$ cat src/rtl/udp_cmd_ctrl.sv
// Host-command controller: buffers UDP payload bytes, validates the packet on a good done pulse,
// executes register writes/reads and acquisition start/stop. Ack handshake is built when UDP_CMD_ACK_EN is defined.
module udp_cmd_ctrl (
    input  logic         clk,
    input  logic         reset,
    input  logic         payload_valid,
    input  logic [7:0]   payload_dat,
    input  logic [15:0]  rx_data_length,
    input  logic         one_pkt_done,
    input  logic         pkt_error,
    input  logic         ack_ready,
    output logic [255:0] reg_flat,
    output logic         start_pulse,
    output logic         stop_pulse,
    output logic         busy,
    output logic         ack_valid,
    output logic [7:0]   ack_op,
    output logic [7:0]   ack_addr,
    output logic [31:0]  ack_data,
    output logic [1:0]   ack_status,
    output logic [15:0]  cmd_cnt,
    output logic [15:0]  err_cnt
);
    localparam logic [15:0] CMD_MAGIC = 16'hA55A;
    localparam logic [3:0]  CMD_LEN   = 4'd8;
    localparam logic [15:0] CMD_LEN_W = 16'd8;

    localparam logic [1:0] S_IDLE  = 2'd0;
    localparam logic [1:0] S_CHECK = 2'd1;
    localparam logic [1:0] S_EXEC  = 2'd2;
    localparam logic [1:0] S_ACK   = 2'd3;

    logic [1:0]       state_q, state_d;
    logic             first_q;
    logic [3:0]       byte_cnt_q;
    logic [7:0][7:0]  shadow_q;
    logic [7:0][7:0]  cmd_q;
    logic             pkt_err_q;
    logic [3:0]       cnt_q;
    logic [15:0]      len_q;
    logic [7:0][31:0] regs_q;
    logic             start_q, stop_q;
    logic [15:0]      cmd_cnt_q, cmd_cnt_d, err_cnt_q, err_cnt_d;

    logic [7:0]  op, addr;
    logic [31:0] wdata;
    logic        addr_ok, accept, exec, check_fail, drop, new_pkt, ack_done;

    // A byte arriving together with one_pkt_done already belongs to the next packet.
    assign new_pkt = first_q | one_pkt_done;

    always_ff @(posedge clk or posedge reset) begin
        if (reset) begin
            first_q    <= 1'b1;
            byte_cnt_q <= '0;
            shadow_q   <= '0;
        end else begin
            if (payload_valid) begin
                first_q <= 1'b0;
                if (new_pkt) begin
                    byte_cnt_q  <= 4'd1;
                    shadow_q[0] <= payload_dat;
                end else begin
                    if (!byte_cnt_q[3]) shadow_q[byte_cnt_q[2:0]] <= payload_dat;
                    if (byte_cnt_q != 4'hF) byte_cnt_q <= byte_cnt_q + 4'd1;
                end
            end else if (one_pkt_done) begin
                first_q <= 1'b1;
            end
        end
    end

    assign op         = cmd_q[2];
    assign addr       = cmd_q[3];
    assign wdata      = {cmd_q[4], cmd_q[5], cmd_q[6], cmd_q[7]};
    assign addr_ok    = (addr[7:3] == 5'd0);
    assign accept     = !pkt_err_q && (cnt_q == CMD_LEN) && (len_q == CMD_LEN_W) &&
                        ({cmd_q[0], cmd_q[1]} == CMD_MAGIC);
    assign exec       = (state_q == S_EXEC);
    assign check_fail = (state_q == S_CHECK) && !accept;
    assign drop       = one_pkt_done && (state_q != S_IDLE);

    always_comb begin
        state_d = state_q;
        case (state_q)
            S_IDLE:  if (one_pkt_done) state_d = S_CHECK;
            S_CHECK: state_d = accept ? S_EXEC : S_IDLE;
`ifdef UDP_CMD_ACK_EN
            S_EXEC:  state_d = S_ACK;
`else
            S_EXEC:  state_d = S_IDLE;
`endif
            S_ACK:   if (ack_done) state_d = S_IDLE;
            default: state_d = S_IDLE;
        endcase
    end

    assign cmd_cnt_d = cmd_cnt_q + {15'd0, exec};
    assign err_cnt_d = err_cnt_q + {15'd0, check_fail} + {15'd0, drop};

    // Packet snapshot is taken on the accepted done pulse so later bytes cannot disturb it.
    always_ff @(posedge clk or posedge reset) begin
        if (reset) begin
            state_q   <= S_IDLE;
            cmd_q     <= '0;
            pkt_err_q <= 1'b0;
            cnt_q     <= '0;
            len_q     <= '0;
            regs_q    <= '0;
            start_q   <= 1'b0;
            stop_q    <= 1'b0;
            cmd_cnt_q <= '0;
            err_cnt_q <= '0;
        end else begin
            state_q   <= state_d;
            cmd_cnt_q <= cmd_cnt_d;
            err_cnt_q <= err_cnt_d;
            start_q   <= exec && (op == 8'h03);
            stop_q    <= exec && (op == 8'h04);
            if ((state_q == S_IDLE) && one_pkt_done) begin
                pkt_err_q <= pkt_error;
                cnt_q     <= byte_cnt_q;
                len_q     <= rx_data_length;
                cmd_q     <= shadow_q;
            end
            if (exec && (op == 8'h01) && addr_ok) regs_q[addr[2:0]] <= wdata;
        end
    end

    assign reg_flat    = regs_q;
    assign start_pulse = start_q;
    assign stop_pulse  = stop_q;
    assign busy        = (state_q != S_IDLE);
    assign cmd_cnt     = cmd_cnt_q;
    assign err_cnt     = err_cnt_q;

`ifdef UDP_CMD_ACK_EN
    logic [7:0]  ack_op_q, ack_addr_q;
    logic [31:0] ack_data_q;
    logic [1:0]  ack_status_q;

    always_ff @(posedge clk or posedge reset) begin
        if (reset) begin
            ack_op_q     <= '0;
            ack_addr_q   <= '0;
            ack_data_q   <= '0;
            ack_status_q <= '0;
        end else if (exec) begin
            ack_op_q     <= op;
            ack_addr_q   <= addr;
            ack_data_q   <= wdata;
            ack_status_q <= 2'd0;
            case (op)
                8'h01: if (!addr_ok) ack_status_q <= 2'd2;
                8'h02: begin
                    if (addr_ok) ack_data_q <= regs_q[addr[2:0]];
                    else         ack_status_q <= 2'd2;
                end
                8'h03, 8'h04: ;
                default: ack_status_q <= 2'd1;
            endcase
        end
    end

    assign ack_valid  = (state_q == S_ACK);
    assign ack_op     = ack_op_q;
    assign ack_addr   = ack_addr_q;
    assign ack_data   = ack_data_q;
    assign ack_status = ack_status_q;
    assign ack_done   = ack_valid & ack_ready;
`else
    logic unused_ack_ready;
    assign unused_ack_ready = ack_ready;
    assign ack_valid  = 1'b0;
    assign ack_op     = '0;
    assign ack_addr   = '0;
    assign ack_data   = '0;
    assign ack_status = '0;
    assign ack_done   = 1'b0;
`endif

endmodule
$ cat config.mk
export PLATFORM = sky130hd
export DESIGN_NAME = udp_cmd_ctrl
export DESIGN_NICKNAME = d
export VERILOG_FILES = /design/src/rtl/udp_cmd_ctrl.sv
export SDC_FILE = /design/constraint.sdc
export NUM_CORES = 1
export LEC_CHECK = 0
export BUFFER_PORTS_ARGS = -buffer_cell sky130_fd_sc_hd__buf_4
export CAP_MARGIN = 20
export CORE_AREA = 8 8 244 246
export DETAILED_ROUTE_END_ITERATION = 10
export DIE_AREA = 0 0 252 254
export SLEW_MARGIN = 20
export SYNTH_ARGS = -nofsm -noshare
export SYNTH_HDL_FRONTEND = slang
export SYNTH_SLANG_ARGS = --single-unit
$ cat constraint.sdc
create_clock -name clk -period 35.6 [get_ports clk]
set_input_delay 7.12 -clock clk [delete_from_list [all_inputs] [get_ports clk]]
set_output_delay 7.12 -clock clk [all_outputs]
set_load 0.1 [all_outputs]
### After elaboration in Yosys (flattened, before gate mapping)

Index checks and enable logic that the tools add are counted.

* bitwise gates (word level): 4
* equal/unequal tests: 12
* reduce and logical (&&, ||, !) cells: 23
* multiplexer cells: 15
* magnitude comparators: 4
* add/subtract/negate cells: 4

Operators with widths (count)
* $bwmux 256: 1
* $demux 32 s3: 1
* $bwmux 64: 1
* $add 16x1->16: 3
* $mux 32: 1
* $demux 8 s3: 1
* $mux 8: 3
* $eq 16x16->1 const B: 1
* $eq 16x4->1 const B: 1
* $logic_and 1x1->1: 12
* $eq 8x1->1 const B: 1
* $eq 8x2->1 const B: 1
* $eq 8x3->1 const B: 1
* $lt 3x4->1 const B: 2
* $mux 4: 2
* $ge 3x1->1 const B: 2
* $pmux 2 s3: 1
* $reduce_and 2->1: 3
* $reduce_bool 2->1: 3
* $logic_not 5->1: 1
* $add 4x1->4 const B: 1
* $eq 2x2->1 const B: 2
* $eq 4x4->1 const B: 1
* $mux 2: 2
* other kinds (10): 14

* input bits: 30
* output and inout bits: 342
* word-level logic and storage cells: 96
* flip-flop bits (word level): 446

### Logic depth before layout (Yosys ltp)

* word-level depth: 8
* gate-level depth with buffers: 10
* mapped depth without buffers: 10

### Worst setup path after synthesis

Ideal clock, no wire load.

* kind: input to register
* start: input payload_valid
* end: register shadow_q[32] (netlist bit)
* required time: 35.475 ns
* data arrival time: 8.542 ns
* buffers on the path: 1
* setup time: 0.125 ns
* path slack: 26.933 ns
* stages: 5
* path through: buf_2 -> nor4b_4 -> nand2b_1 -> nor3b_2 -> mux2_2

* longest elaborated chain between the ends: 1

RTL lines
* from (decl): RTL line 6 `input logic payload_valid,`
* $reduce_and 3->1 (no line)
* to (signal, indexed assignment): RTL line 64 `if (!byte_cnt_q[3]) shadow_q[byte_cnt_q[2:0]] <= payload_dat;`
* to (decl): RTL line 36 `logic [7:0][7:0] shadow_q;`

Every way passes these cells.
A chain may end at the register's enable or synchronous reset.

==> metrics.txt <==
status=completed; Post-CTS Resized=0; hold path depth=1; RSZ-0062 raised after global routing=no; Comb pwr share=14.4%; Crit Path Category=input pin to asynchronous set/reset pin; Internal=0.000988 W; share of cells above drive strength 1=55.9%; most used cell, CP=buf_4; HP Class=flop to flop; Fin Setup TNS=0 ns; clk buf depth=3; mapped cell area=17600 um2; crit-path max cell delay=0.85 ns; initial antenna violation count=2; CP Data Required Time=36.17 ns; R2R Path Start=state_q[0]$_DFFE_PP0P_; Leak=11.5 nW; endpoint class of the critical path=asynchronous set/reset pin; CP max FO=102; cell count after synthesis=1101; Final period util=27.6%; Port Buf Inserts=319; H-tree depth=2; synthesized flop and latch total=446; # IOs=372; Yosys warning count=0; CTS Hold Buffers Added=0; CP arrival=10.40 ns; crit path cell chain=buf_4, inv_8, buf_4, buf_4, buf_4; Die X=252 um; Final Setup Violations=0; Slew Limit Fails=0; worst vdd ir=0.0840 mV; largest net degree at the start of global routing=103; Vias/cell=4.51; drt total wl=45800 um; via count=10102; Syn Area/Cell=16.0 um2; async set-reset flop share out of synthesis=100%; clock-pin slew on the worst setup and hold paths=0.06 ns; minimum clock period=9.83 ns; Worst Setup SP=reset; max-slew headroom at the worst pin=36.1%; Top delay family on crit path=buffers and inverters; global-route wire length before repair=68800 um; post-synthesis compound-gate area fraction=0.406%; Final Hold Vio Count=0; main combinational cell family by area after synthesis=multiplexers; ys flop type=dfrtp_1; Root Driver=clkbuf_16; Hold Path Origin=cmd_cnt[15]$_DFF_PP0_; GRT Total Usage=14.0%; Core Rows=87; synthesis-to-finish area growth=27.2%; Post-CTS Setup Repair Bufs=0; CTS tree=built; Diodes inserted=0; fillers=5227; Routed Antenna Nets=0; Psw=0.000391 W; core area=55700 um2; Synth cell types=45; adder-cell share of the synthesized area=0.683%; Sw Share=28.4%; Overall Power=0.00138 W; Clk network pwr share=38.6%; WL/cell=20.5 um; clock skew=0.0158 ns; sequential share of power=46.9%; Worst R2R Path Depth=7; CTS Buf Count=50; xor-xnor portion of the synthesized cell area=1.40%; Post-Synth Simple-Gate Area=3.72%; CP Depth=5; Final #Nets=1483; register area share after synthesis=63.5%; DP HPWL=30800 um; Initial Util=31.5%; clock latency on the worst-skew pair=0.57 ns; critical path's slowest cell=buf_4; multiplexer area fraction after synthesis=26.6%; die height=254 um; Sink Count=446; Max-cap violations=0; FMAX=102 MHz; initial drt markers=407; CP Launch Type=input pin; WP buf/inv=5; Post-synth EDFFs=0; DRC Markers=0; commonest cells after routing, fill and taps aside=dfrtp_1 (445), mux2_2 (367), buf_4 (331), conb_1 (51), clkbuf_16 (51); Pwr Density=61.7 nW/um2; routability congestion estimate=0.750; drt first pass iters=4; Total Die Area=64000 um2; most common cell after layout, fill and taps aside=dfrtp_1; total grt overflow=0; worst-margin pin slew=0.959 ns; vias in the first global route=10779
==> through the flow <==
| stage | instances | instance area [um2] | hold WS, ns | util [%] | setup WS (ns) |
|---|---|---|---|---|---|
| 2_1_floorplan | 1151 | 17800 | 0.432 | - | 16.05 |
| 3_3_place_gp | 2147 | 20600 | 0.464 | 37.0 | 25.02 |
| 3_5_place_dp | 2148 | 20600 | 0.465 | 37.0 | 24.97 |
| 4_1_cts | 2238 | 22400 | 0.486 | 40.1 | 25.61 |
| 5_1_grt | 2238 | 22400 | 0.496 | 40.1 | 25.20 |
| 6_report | 2238 | 22400 | 0.486 | 40.1 | 25.77 |
==> power groups by stage <==
stage | clock [W] | combinational [W] | sequential [W]
after global placement | 0 | 0.000197 | 0.000655
after floorplan | 0 | 0.000144 | 0.000657
after CTS | 0.000553 | 0.000203 | 0.000649
after global routing | 0.000574 | 0.000214 | 0.000661
after detailed placement | 0 | 0.000202 | 0.000658
final | 0.000533 | 0.000199 | 0.000648
==> kinds of logic (layout without fill, tap and decap cells) <==
kind of cell / after synthesis / in the layout
simple gates: 102 / 102
buf+inv: 98 / 429
mux: 405 / 405
flops: 446 / 446
compound gates: 12 / 12
xor+xnor: 28 / 28
fa+ha+maj: 9 / 9
other cells: 1 / 51
==> flip-flops by register name, summed over array words and instances, names as in the netlist, 8 cells and up <==
register,cells
err_cnt,16
cmd_q,48
addr,8
cmd_cnt,16
len_q,16
op,8
reg_flat,256
shadow_q,64
==> metal layers <==
layer / GRT usage, % / routed length [um] / part of all wire, %
met5: 0 / 27 / 0.059
met3: 3.74 / 2850 / 6.2
met1: 17.4 / 19100 / 42
met2: 23.7 / 22700 / 50
met4: 4.07 / 1090 / 2.4
==> cells in the mapped netlist, types with 2 or more instances <==
master,count,area share [%]
dfrtp_1,445,63
mux2_2,367,24
buf_4,54,2.3
mux2_4,30,2.6
nand2_1,21,0.45
xnor2_1,20,1.0
nand3_1,19,0.54
buf_2,16,0.46
clkbuf_1,16,0.34
nor2_1,13,0.28
ha_1,8,0.57
mux2_1,8,0.51
xor2_1,8,0.40
and3_1,7,0.25
a21oi_1,6,0.17
inv_1,6,0.13
nand4_1,5,0.18
nor4b_1,5,0.25
and4_1,4,0.20
nor4_1,4,0.14
buf_12,3,0.34
nor3_1,3,0.085
nor4b_4,3,0.41
nor4bb_1,3,0.17
o21ai_0,3,0.085
buf_1,2,0.043
nand2b_1,2,0.071
nand4b_1,2,0.10
nor3b_2,2,0.14
==> path summary, 6_finish.rpt <==
path                            slack, ns                         to
worst max-delay path                25.77   reg_flat[45]$_DFFE_PP0P_
worst min-delay path                 0.49      cmd_cnt[15]$_DFF_PP0_
worst max register to register      32.38  reg_flat[103]$_DFFE_PP0P_
worst min register to register       0.49      cmd_cnt[15]$_DFF_PP0_
max in group clk                    26.80                       busy
min in group asynchronous            6.69       cmd_cnt[3]$_DFF_PP0_
==> cell type report <==
type	count	area [um2]	area share (%)
sequential	446	11200	49.9
tap	756	946	4.23
clock buffer	72	1470	6.55
timing repair buffer	333	2510	11.2
clock inverter	18	251	1.12
inverter	6	30.0	0.134
multi-input combinational	607	5990	26.8
Note: power is estimated with default switching activity, not from simulation.
